### config.mk
export PLATFORM = sky130hd
export DESIGN_NAME = load_store_unit_flat
export DESIGN_NICKNAME = d
export VERILOG_FILES = /design/src/rtl/load_store_unit_if.sv /design/src/rtl/load_store_unit.sv /design/src/flat_wrapper.sv
export SDC_FILE = /design/constraint.sdc
export NUM_CORES = 1
export LEC_CHECK = 0
export ABC_AREA = 0
export ABC_CLOCK_PERIOD_IN_PS = 4500
export CAP_MARGIN = 20
export CORE_ASPECT_RATIO = 0.7
export CORE_MARGIN = 5
export CORE_UTILIZATION = 39
export CTS_CLUSTER_SIZE = 40
export DETAILED_ROUTE_END_ITERATION = 8
export PLACE_DENSITY = 0.8
export RECOVER_POWER = 25
export SYNTH_ARGS = -nofsm -noshare
export SYNTH_HDL_FRONTEND = slang
export SYNTH_SLANG_ARGS = --single-unit
### constraint.sdc
create_clock -name clk_i -period 4.5 [get_ports clk_i]
set_input_delay 0.9 -clock clk_i [delete_from_list [all_inputs] [get_ports clk_i]]
set_output_delay 0.9 -clock clk_i [all_outputs]
set_load 0.1 [all_outputs]
### src/rtl/load_store_unit_if.sv
// Memory-side bus of the load/store unit: request channel out, ready/read-data in.
// Signal suffixes are named from the load/store unit's point of view.
interface load_store_unit_if #(
  parameter int DATAWIDTH = 32
);
  logic                   MemReq_o;
  logic                   MemWe_o;
  logic [DATAWIDTH-1:0]   MemAddr_o;
  logic [DATAWIDTH-1:0]   MemWData_o;
  logic [DATAWIDTH/8-1:0] MemBe_o;
  logic                   MemReady_i;
  logic                   MemRValid_i;
  logic [DATAWIDTH-1:0]   MemRData_i;

  modport master (
    output MemReq_o, MemWe_o, MemAddr_o, MemWData_o, MemBe_o,
    input  MemReady_i, MemRValid_i, MemRData_i
  );

  modport slave (
    input  MemReq_o, MemWe_o, MemAddr_o, MemWData_o, MemBe_o,
    output MemReady_i, MemRValid_i, MemRData_i
  );
endinterface

### src/rtl/load_store_unit.sv
// RV32I load/store unit: checks size/alignment, issues one word-addressed memory
// access per Start_i, lane-replicates store data and aligns/extends load data.
module load_store_unit #(
  parameter int DATAWIDTH = 32
) (
  input  logic                 clk_i,
  input  logic                 rst_n_i,
  input  logic                 Start_i,
  input  logic                 MemWrite_i,
  input  logic [2:0]           Funct3_i,
  input  logic [DATAWIDTH-1:0] ALUResult_i,
  input  logic [DATAWIDTH-1:0] WriteData_i,
  output logic                 Busy_o,
  output logic                 Done_o,
  output logic                 Fault_o,
  output logic [DATAWIDTH-1:0] ReadData_o,
  load_store_unit_if.master    mem
);
  localparam int BE_W = DATAWIDTH / 8;

  typedef enum logic [1:0] {
    IDLE = 2'b00,
    REQ  = 2'b01,
    WAIT = 2'b10,
    DONE = 2'b11
  } state_t;

  function automatic logic access_legal(input logic we, input logic [2:0] f3);
    logic ok;
    case (f3)
      3'b000, 3'b001, 3'b010: ok = 1'b1;
      3'b100, 3'b101:         ok = ~we;
      default:                ok = 1'b0;
    endcase
    return ok;
  endfunction

  function automatic logic misaligned(input logic [2:0] f3, input logic [1:0] off);
    logic bad;
    case (f3[1:0])
      2'b01:   bad = off[0];
      2'b10:   bad = (off != 2'b00);
      default: bad = 1'b0;
    endcase
    return bad;
  endfunction

  function automatic logic [BE_W-1:0] store_be(input logic [2:0] f3, input logic [1:0] off);
    logic [BE_W-1:0] be;
    case (f3[1:0])
      2'b00:   be = {{(BE_W-1){1'b0}}, 1'b1} << off;
      2'b01:   be = {{(BE_W-2){1'b0}}, 2'b11} << off;
      default: be = {BE_W{1'b1}};
    endcase
    return be;
  endfunction

  function automatic logic [DATAWIDTH-1:0] store_wdata(input logic [2:0] f3,
                                                       input logic [DATAWIDTH-1:0] wd);
    logic [DATAWIDTH-1:0] d;
    case (f3[1:0])
      2'b00:   d = {(DATAWIDTH/8){wd[7:0]}};
      2'b01:   d = {(DATAWIDTH/16){wd[15:0]}};
      default: d = wd;
    endcase
    return d;
  endfunction

  function automatic logic [DATAWIDTH-1:0] load_extract(input logic [2:0] f3,
                                                        input logic [1:0] off,
                                                        input logic [DATAWIDTH-1:0] rd);
    logic [7:0]           b;
    logic [15:0]          h;
    logic [DATAWIDTH-1:0] d;
    b = rd[{off, 3'b000} +: 8];
    h = rd[{off[1], 4'b0000} +: 16];
    case (f3)
      3'b000:  d = {{(DATAWIDTH-8){b[7]}}, b};
      3'b001:  d = {{(DATAWIDTH-16){h[15]}}, h};
      3'b100:  d = {{(DATAWIDTH-8){1'b0}}, b};
      3'b101:  d = {{(DATAWIDTH-16){1'b0}}, h};
      default: d = rd;
    endcase
    return d;
  endfunction

  state_t               state_q, state_d;
  logic [2:0]           f3_q, f3_d;
  logic [1:0]           off_q, off_d;
  logic                 fault_q, fault_d;
  logic                 busy_q, busy_d;
  logic                 done_q, done_d;
  logic                 faulto_q, faulto_d;
  logic                 memreq_q, memreq_d;
  logic                 memwe_q, memwe_d;
  logic [DATAWIDTH-1:0] memaddr_q, memaddr_d;
  logic [DATAWIDTH-1:0] memwdata_q, memwdata_d;
  logic [BE_W-1:0]      membe_q, membe_d;
  logic [DATAWIDTH-1:0] rdata_q, rdata_d;

  // Next-state and next-output logic; outputs are derived from the next state so they register cleanly.
  always_comb begin
    state_d    = state_q;
    f3_d       = f3_q;
    off_d      = off_q;
    fault_d    = fault_q;
    memwe_d    = memwe_q;
    memaddr_d  = memaddr_q;
    memwdata_d = memwdata_q;
    membe_d    = membe_q;
    rdata_d    = rdata_q;
    case (state_q)
      IDLE: begin
        if (Start_i) begin
          f3_d  = Funct3_i;
          off_d = ALUResult_i[1:0];
          if (access_legal(MemWrite_i, Funct3_i) && !misaligned(Funct3_i, ALUResult_i[1:0])) begin
            state_d    = REQ;
            fault_d    = 1'b0;
            memwe_d    = MemWrite_i;
            memaddr_d  = {ALUResult_i[DATAWIDTH-1:2], 2'b00};
            membe_d    = MemWrite_i ? store_be(Funct3_i, ALUResult_i[1:0]) : {BE_W{1'b0}};
            memwdata_d = MemWrite_i ? store_wdata(Funct3_i, WriteData_i) : {DATAWIDTH{1'b0}};
          end else begin
            state_d = DONE;
            fault_d = 1'b1;
          end
        end else begin
          state_d = IDLE;
        end
      end
      REQ: begin
        if (mem.MemReady_i) begin
          state_d = memwe_q ? DONE : WAIT;
        end else begin
          state_d = REQ;
        end
      end
      WAIT: begin
        if (mem.MemRValid_i) begin
          rdata_d = load_extract(f3_q, off_q, mem.MemRData_i);
          state_d = DONE;
        end else begin
          state_d = WAIT;
        end
      end
      DONE: begin
        state_d = IDLE;
        fault_d = 1'b0;
      end
      default: state_d = IDLE;
    endcase
    busy_d   = (state_d != IDLE);
    done_d   = (state_d == DONE);
    faulto_d = (state_d == DONE) && fault_d;
    memreq_d = (state_d == REQ);
  end

  // State and registered-output bank with synchronous active-low reset.
  always_ff @(posedge clk_i) begin
    if (!rst_n_i) begin
      state_q    <= IDLE;
      f3_q       <= 3'b000;
      off_q      <= 2'b00;
      fault_q    <= 1'b0;
      busy_q     <= 1'b0;
      done_q     <= 1'b0;
      faulto_q   <= 1'b0;
      memreq_q   <= 1'b0;
      memwe_q    <= 1'b0;
      memaddr_q  <= {DATAWIDTH{1'b0}};
      memwdata_q <= {DATAWIDTH{1'b0}};
      membe_q    <= {BE_W{1'b0}};
      rdata_q    <= {DATAWIDTH{1'b0}};
    end else begin
      state_q    <= state_d;
      f3_q       <= f3_d;
      off_q      <= off_d;
      fault_q    <= fault_d;
      busy_q     <= busy_d;
      done_q     <= done_d;
      faulto_q   <= faulto_d;
      memreq_q   <= memreq_d;
      memwe_q    <= memwe_d;
      memaddr_q  <= memaddr_d;
      memwdata_q <= memwdata_d;
      membe_q    <= membe_d;
      rdata_q    <= rdata_d;
    end
  end

  assign Busy_o         = busy_q;
  assign Done_o         = done_q;
  assign Fault_o        = faulto_q;
  assign ReadData_o     = rdata_q;
  assign mem.MemReq_o   = memreq_q;
  assign mem.MemWe_o    = memwe_q;
  assign mem.MemAddr_o  = memaddr_q;
  assign mem.MemWData_o = memwdata_q;
  assign mem.MemBe_o    = membe_q;
endmodule

### src/flat_wrapper.sv
// flat-port wrapper written by rule: the top's interface ports become plain ports
module load_store_unit_flat 
#(
  parameter int DATAWIDTH = 32
)
  (clk_i, rst_n_i, Start_i, MemWrite_i, Funct3_i, ALUResult_i, WriteData_i, Busy_o, Done_o, Fault_o, ReadData_o, mem_MemReq_o, mem_MemWe_o, mem_MemAddr_o, mem_MemWData_o, mem_MemBe_o, mem_MemReady_i, mem_MemRValid_i, mem_MemRData_i);
  load_store_unit_if #(.DATAWIDTH(DATAWIDTH)) mem_i ();
  input  logic clk_i;
  input  logic rst_n_i;
  input  logic Start_i;
  input  logic MemWrite_i;
  input  logic [2:0] Funct3_i;
  input  logic [DATAWIDTH-1:0] ALUResult_i;
  input  logic [DATAWIDTH-1:0] WriteData_i;
  output logic Busy_o;
  output logic Done_o;
  output logic Fault_o;
  output logic [DATAWIDTH-1:0] ReadData_o;
  output wire logic [$bits(mem_i.MemReq_o)-1:0] mem_MemReq_o;
  output wire logic [$bits(mem_i.MemWe_o)-1:0] mem_MemWe_o;
  output wire logic [$bits(mem_i.MemAddr_o)-1:0] mem_MemAddr_o;
  output wire logic [$bits(mem_i.MemWData_o)-1:0] mem_MemWData_o;
  output wire logic [$bits(mem_i.MemBe_o)-1:0] mem_MemBe_o;
  input wire logic [$bits(mem_i.MemReady_i)-1:0] mem_MemReady_i;
  input wire logic [$bits(mem_i.MemRValid_i)-1:0] mem_MemRValid_i;
  input wire logic [$bits(mem_i.MemRData_i)-1:0] mem_MemRData_i;
  assign mem_MemReq_o = mem_i.MemReq_o;
  assign mem_MemWe_o = mem_i.MemWe_o;
  assign mem_MemAddr_o = mem_i.MemAddr_o;
  assign mem_MemWData_o = mem_i.MemWData_o;
  assign mem_MemBe_o = mem_i.MemBe_o;
  assign mem_i.MemReady_i = mem_MemReady_i;
  assign mem_i.MemRValid_i = mem_MemRValid_i;
  assign mem_i.MemRData_i = mem_MemRData_i;
  load_store_unit #(.DATAWIDTH(DATAWIDTH)) u_core (.clk_i(clk_i), .rst_n_i(rst_n_i), .Start_i(Start_i), .MemWrite_i(MemWrite_i), .Funct3_i(Funct3_i), .ALUResult_i(ALUResult_i), .WriteData_i(WriteData_i), .Busy_o(Busy_o), .Done_o(Done_o), .Fault_o(Fault_o), .ReadData_o(ReadData_o), .mem(mem_i));
endmodule
Word level (Yosys, flattened, before mapping)

Index checks and enable logic that the tools add are counted.

Register bits: 111
Logic and storage cells: 66

Eq/ne operators: 14
Shifts and indexed selects: 4
Multiplexer cells: 20
Bitwise operators: 1
Reduce and logical (&&, ||, !) cells: 14

Operators with widths:

| cell                | number |
|---|---|
| $pmux 32 s4         | 1 |
| $pmux 32 s2         | 1 |
| $mux 32             | 1 |
| $shiftx 32x6->16    | 1 |
| $shiftx 32x6->8     | 1 |
| $eq 3x3->1 const B  | 4 |
| $eq 2x2->1 const B  | 4 |
| $mux 1              | 8 |
| $pmux 2 s4          | 1 |
| $pmux 4 s2          | 1 |
| $eq 2x1->1 const B  | 3 |
| $eq 3x1->1 const B  | 2 |
| $logic_not 3->1     | 2 |
| $mux 2              | 3 |
| $pmux 1 s2          | 3 |
| $logic_not 2->1     | 2 |
| $mux 4              | 1 |
| $reduce_and 2->1    | 2 |
| $reduce_bool 2->1   | 2 |
| $shl 1x2->4 const A | 1 |
| $shl 2x2->4 const A | 1 |
| $eq 3x2->1 const B  | 1 |
| $reduce_and 3->1    | 1 |
| $reduce_or 3->1     | 1 |
| other kinds (4)     | 5 |

Longest topological paths before layout

Depth after elaboration: 11
Depth in mapped cells: 10

Least setup slack after synthesis

No wires, ideal clock.

Path type: input port to flip-flop
Start: input Funct3_i[1]
End: register u_core.memaddr_q[20], in the netlist u_core.mem.MemAddr_o[20]
Library setup time: 0.120 ns
Data arrival time: 2.508 ns
Data required time: 4.380 ns
Slack: 1.872 ns
Stages: 9
Buffers on the path: 3
Cells stage by stage: clkbuf_1 > inv_1 > ha_1 > or2_1 > o2bb2ai_2 > nor3_2 > buf_4 > buf_6 > mux2i_1

Longest elaborated chain between the ends: 7
Elaborated cells on any way between the ends: 18
Those cells by class: 6 x eq/ne; 6 x mux; 6 x reduce/logical

RTL lines:

| item                                             | line                                           | RTL |
|---|---|---|
| start: declaration                               | flat_wrapper.sv:12                             | `input logic [2:0] Funct3_i;` |
| $eq 3x1->1 (tied with other cells)               | load_store_unit.sv:30                          | `case (f3)` |
| $reduce_or 3->1 (tied with other cells)          | load_store_unit.sv:30                          |  |
| $pmux 1 s2 / $mux 1 (equally long branches)      | load_store_unit.sv:30, load_store_unit.sv:114  |  |
| $mux 1 (on tied branches)                        | load_store_unit.sv:114, load_store_unit.sv:112 |  |
| $mux 1 / $logic_not 1->1 (equally long branches) | load_store_unit.sv:112, load_store_unit.sv:117 |  |
| $logic_and 1x1->1 *                              | load_store_unit.sv:117                         | `if (access_legal(MemWrite_i, Funct3_i) && !misaligned(Funct3_i, ALUResult_i[1:0])) begin` |
| $reduce_and 3->1 (no line) *                     | n/a                                            |  |
| end signal: assignment                           | load_store_unit.sv:171                         | `memaddr_q <= {DATAWIDTH{1'b0}};` |
| end signal: assignment                           | load_store_unit.sv:185                         | `memaddr_q <= memaddr_d;` |
| end: declaration                                 | load_store_unit.sv:96                          | `logic [DATAWIDTH-1:0] memaddr_q, memaddr_d;` |

Every way passes the cells marked *; elsewhere a longest branch is shown, timed or not. The select of a mux whose other input is x is not followed.
A chain may end at the register's enable or synchronous reset.

Worst setup path in the final report

Start: input Funct3_i[0]
End: register u_core.memaddr_q[9], in the netlist u_core.mem.MemAddr_o[9]

Same word-level chain as after synthesis.

==> results.md <==
- Commonest cells after routing, fill and taps aside: clkdlybuf4s50_1 (193), nand2_1 (166), dfxtp_1 (111)
- Achievable clock frequency: between 300 and 400 MHz
- ANT nets after route: 0
- Fraction of the mapped netlist area in simple logic gates: 16.8%
- Rel. slew slack: between 20% and 30%
- H-tree Lvls: 3
- Synth Area in Compound Gates: roughly 17%
- Flops & latches, synth: around 110
- Wire per inst: ~17 microns
- Die Area: between 15000 and 20000 sq um
- Vias: 4912
- Row count: 35
- Fin crit share: approximately 72%
- Number of synthesized flops with an enable pin: 0
- Clock Latency Late Sink: between 0.3 and 0.4 ns
- Drt first pass iters: 5
- CP startpoint kind: input pin
- Tot Pwr: 2.75 mW
- Post-synth ARST share: 0%
- Routed vias/inst: between 4 and 5
- Hold crit path type: reg2reg
- Max-slew violations: 0
- Pwr dens: between 300 and 400 nW/um^2
- Crit path kind: in2reg
- Worst path max stage delay: approximately 0.6 ns
- Gate Count Post-Synth: about 620
- # setup viols final: 0
- Multiplexer area fraction after synthesis: 17.2%
- Largest family of logic cells by synthesized area: compound AO/OA/AOI/OAI gates
- Hold Startpoint: u_core.ReadData_o[8]$_SDFFE_PN0P_
- Yosys warnings: 0
- Combinational share of power: 31.7%
- Ys flop type: dfxtp_1
- RR Startpoint: u_core.off_q[1]$_SDFFE_PN0P_
- DIE HEIGHT: ~110 microns
- Buffer and inverter count on the worst path: 3
- Clock tree from TritonCTS: yes
- Sequential share of power: between 30% and 40%
- Commonest non-fill, non-tap cell in the layout: clkdlybuf4s50_1
- Clock Sinks: 111
- Synth cell types: 43
- CTS root buf: clkbuf_16
- Area grow syn2layout: 45.2%
- Hold slack: between 0.4 and 0.5 ns
- Nets@finish: around 900
- Hold buffers post-CTS: 0
- WP data required: 4.77 ns
- Peak supply drop: roughly 0.21 mV
- Worst path slowest cell: buf_4
- Antenna cell count: 0
- Clk slew on worst S/H paths: around 0.08 ns
- Hpwl dp: between 10 and 15 mm
- Register area share after synthesis: 41.8%
- GR Util All Layers: 19.5%
- Initial antenna violation count: 0
- Cts repair resizes: 0
- Delay-heaviest family, CP: buffers and inverters
- Clock Tree Buf Depth: 2
- Leak pwr: approximately 2.9 nW
- Vias in the first global route: approximately 4700
- Buffers on Ports: between 200 and 250
- Final wirelength: ~16 mm
- GRT overflow: 0
- Setup bufs post-CTS: 0
- Post-synthesis xor/xnor area fraction: 0%
- NetSw: approximately 1.0 mW
- Tmin final: around 3.2 ns
- Synthesized area: 5320 sq um
- Worst Setup SP: Funct3_i[0]
- Setup Skew: ~0.0076 ns
- Adder-cell share of the synthesized area: approximately 1.4%
- RSZ-0062 raised after global routing: false
- DRC: 0
- Core area: 13300 sq um
- Synthesized area per cell: 8.60 sq um
- Layout cells sized above 1: about 4.5%
- Die width: about 150 microns
- First-pass GRT wire length: around 25 mm
- Number of CTS-inserted buffers: 9
- Fin util: 58.2%
- CP Capture Type: flop
- Max cap viols: 0
- Initial Utilization: between 40 and 50%
- Setup TNS: 0 ns
- Largest net degree at the start of global routing: 87
- Clock power share: 28.9%
- Arrival @ worst endpoint: 3.51 ns
- Gpl congestion: 0.892
- Crit-path max FO: 43
- Critical-path cell list: clkdlybuf4s50_1 -> inv_1 -> ha_1 -> or2_0 -> o2bb2ai_1 -> nor3_4 -> buf_4 -> mux2i_1
- Count of routing violations after the opening detailed-route iteration: ~260
- Final hold vios: 0
- Sw Share: a little under two fifths
- I/O pin cnt: 210
- Status: complete, no violations
- Slew @ Worst Pin: roughly 1.2 ns
- Pint: about 1.7 mW
==> cells by family (layout without fill, tap and decap cells) <==
family,count (synthesis),in the layout
muxes,89,89
AOI/OAI and AO/OA,140,140
adders and majority gates,6,6
DFF,111,111
and+or+nand+nor,208,208
buffers and inverters,64,242
other,1,2
==> through the flow <==
step | instance area (sq um) | setup slack, ns | instances
after global routing | 7730 | 1.08 | 983
final | 7730 | 1.26 | 983
after detailed placement | 7460 | 0.955 | 967
after global placement | 7460 | 1.06 | 967
after floorplan | 5330 | 1.87 | 620
after CTS | 7760 | 1.32 | 983
==> area by class of cell <==
cell class | instances | area [sq um]
fillers | 1208 | 5540
flip-flops and latches | 111 | 2220
clock inverters | 7 | 73.8
repair buffers | 215 | 2140
inverters | 11 | 41.3
multi-input cells | 445 | 2800
clock buffers | 9 | 225
well taps | 185 | 231
==> worst reg2reg max path, cell delays in order (launching register included) <==
cell	delay, ns
dfxtp_1	0.83
mux4_2	0.42
nor2b_1	0.16
o41ai_1	0.93
a21oi_1	0.09
==> power by group through the flow <==
stage / registers [mW] / clock network [mW] / logic (mW)
3_5_place_dp: 1.11 / 0 / 0.880
2_1_floorplan: 1.45 / 0 / 0.272
5_1_grt: 1.09 / 0.853 / 0.921
6_report: 1.08 / 0.794 / 0.874
3_3_place_gp: 1.11 / 0 / 0.879
4_1_cts: 1.09 / 0.815 / 0.883
==> state kept, by name, indices dropped and copies added (netlist names) <==
name	count
u_core.fault_q	1
u_core.off_q	2
u_core.state_q	2
u_core.mem.MemReq_o	1
u_core.mem.MemBe_o	4
u_core.Fault_o	1
u_core.mem.MemWData_o	32
u_core.f3_q	3
u_core.Done_o	1
u_core.mem.MemAddr_o	30
u_core.Busy_o	1
u_core.ReadData_o	32
u_core.mem.MemWe_o	1
==> per-layer routing <==
layer	track usage (%)	routed length, microns	vias to the layer above
li1	-	-	2491
met1	28.1	7690	2238
met2	28.0	6880	170
met3	7.32	1600	13
met4	3.46	130	0
met5	0	0	-
==> worst paths after layout <==
path / to / cells after the start / slack, ns
max: u_core.mem.MemAddr_o[9]$_SDFFE_PN0P_ / 8 / 1.26
min: u_core.ReadData_o[8]$_SDFFE_PN0P_ / 2 / 0.45
max reg2reg: u_core.ReadData_o[9]$_SDFFE_PN0P_ / 4 / 1.90
min reg2reg: u_core.ReadData_o[8]$_SDFFE_PN0P_ / 2 / 0.45
==> Yosys cell counts (2+ instances only) <==
cell type	instances	area (sq um)
nand2_1	166	623
nor4bb_1	7	70.1
a22oi_1	9	67.6
nor2_1	7	26.3
and2_1	3	18.8
a221o_1	6	60.1
ha_1	6	75.1
inv_1	11	41.3
a22o_1	8	70.1
nand2b_1	6	37.5
o22a_1	8	70.1
buf_4	3	22.5
buf_1	4	15.0
o211ai_1	4	30.0
and3_1	2	12.5
mux2_2	10	113
nand3_1	9	45.0
a21boi_0	7	52.6
a31oi_1	2	12.5
buf_2	12	60.1
nand3b_1	3	22.5
dfxtp_1	111	2220
o21ai_0	30	150
mux2i_1	78	781
o22ai_1	6	37.5
buf_6	3	33.8
clkbuf_1	31	116
a21o_1	8	60.1
a21oi_1	45	225
Power figures use the tool's default switching activity.
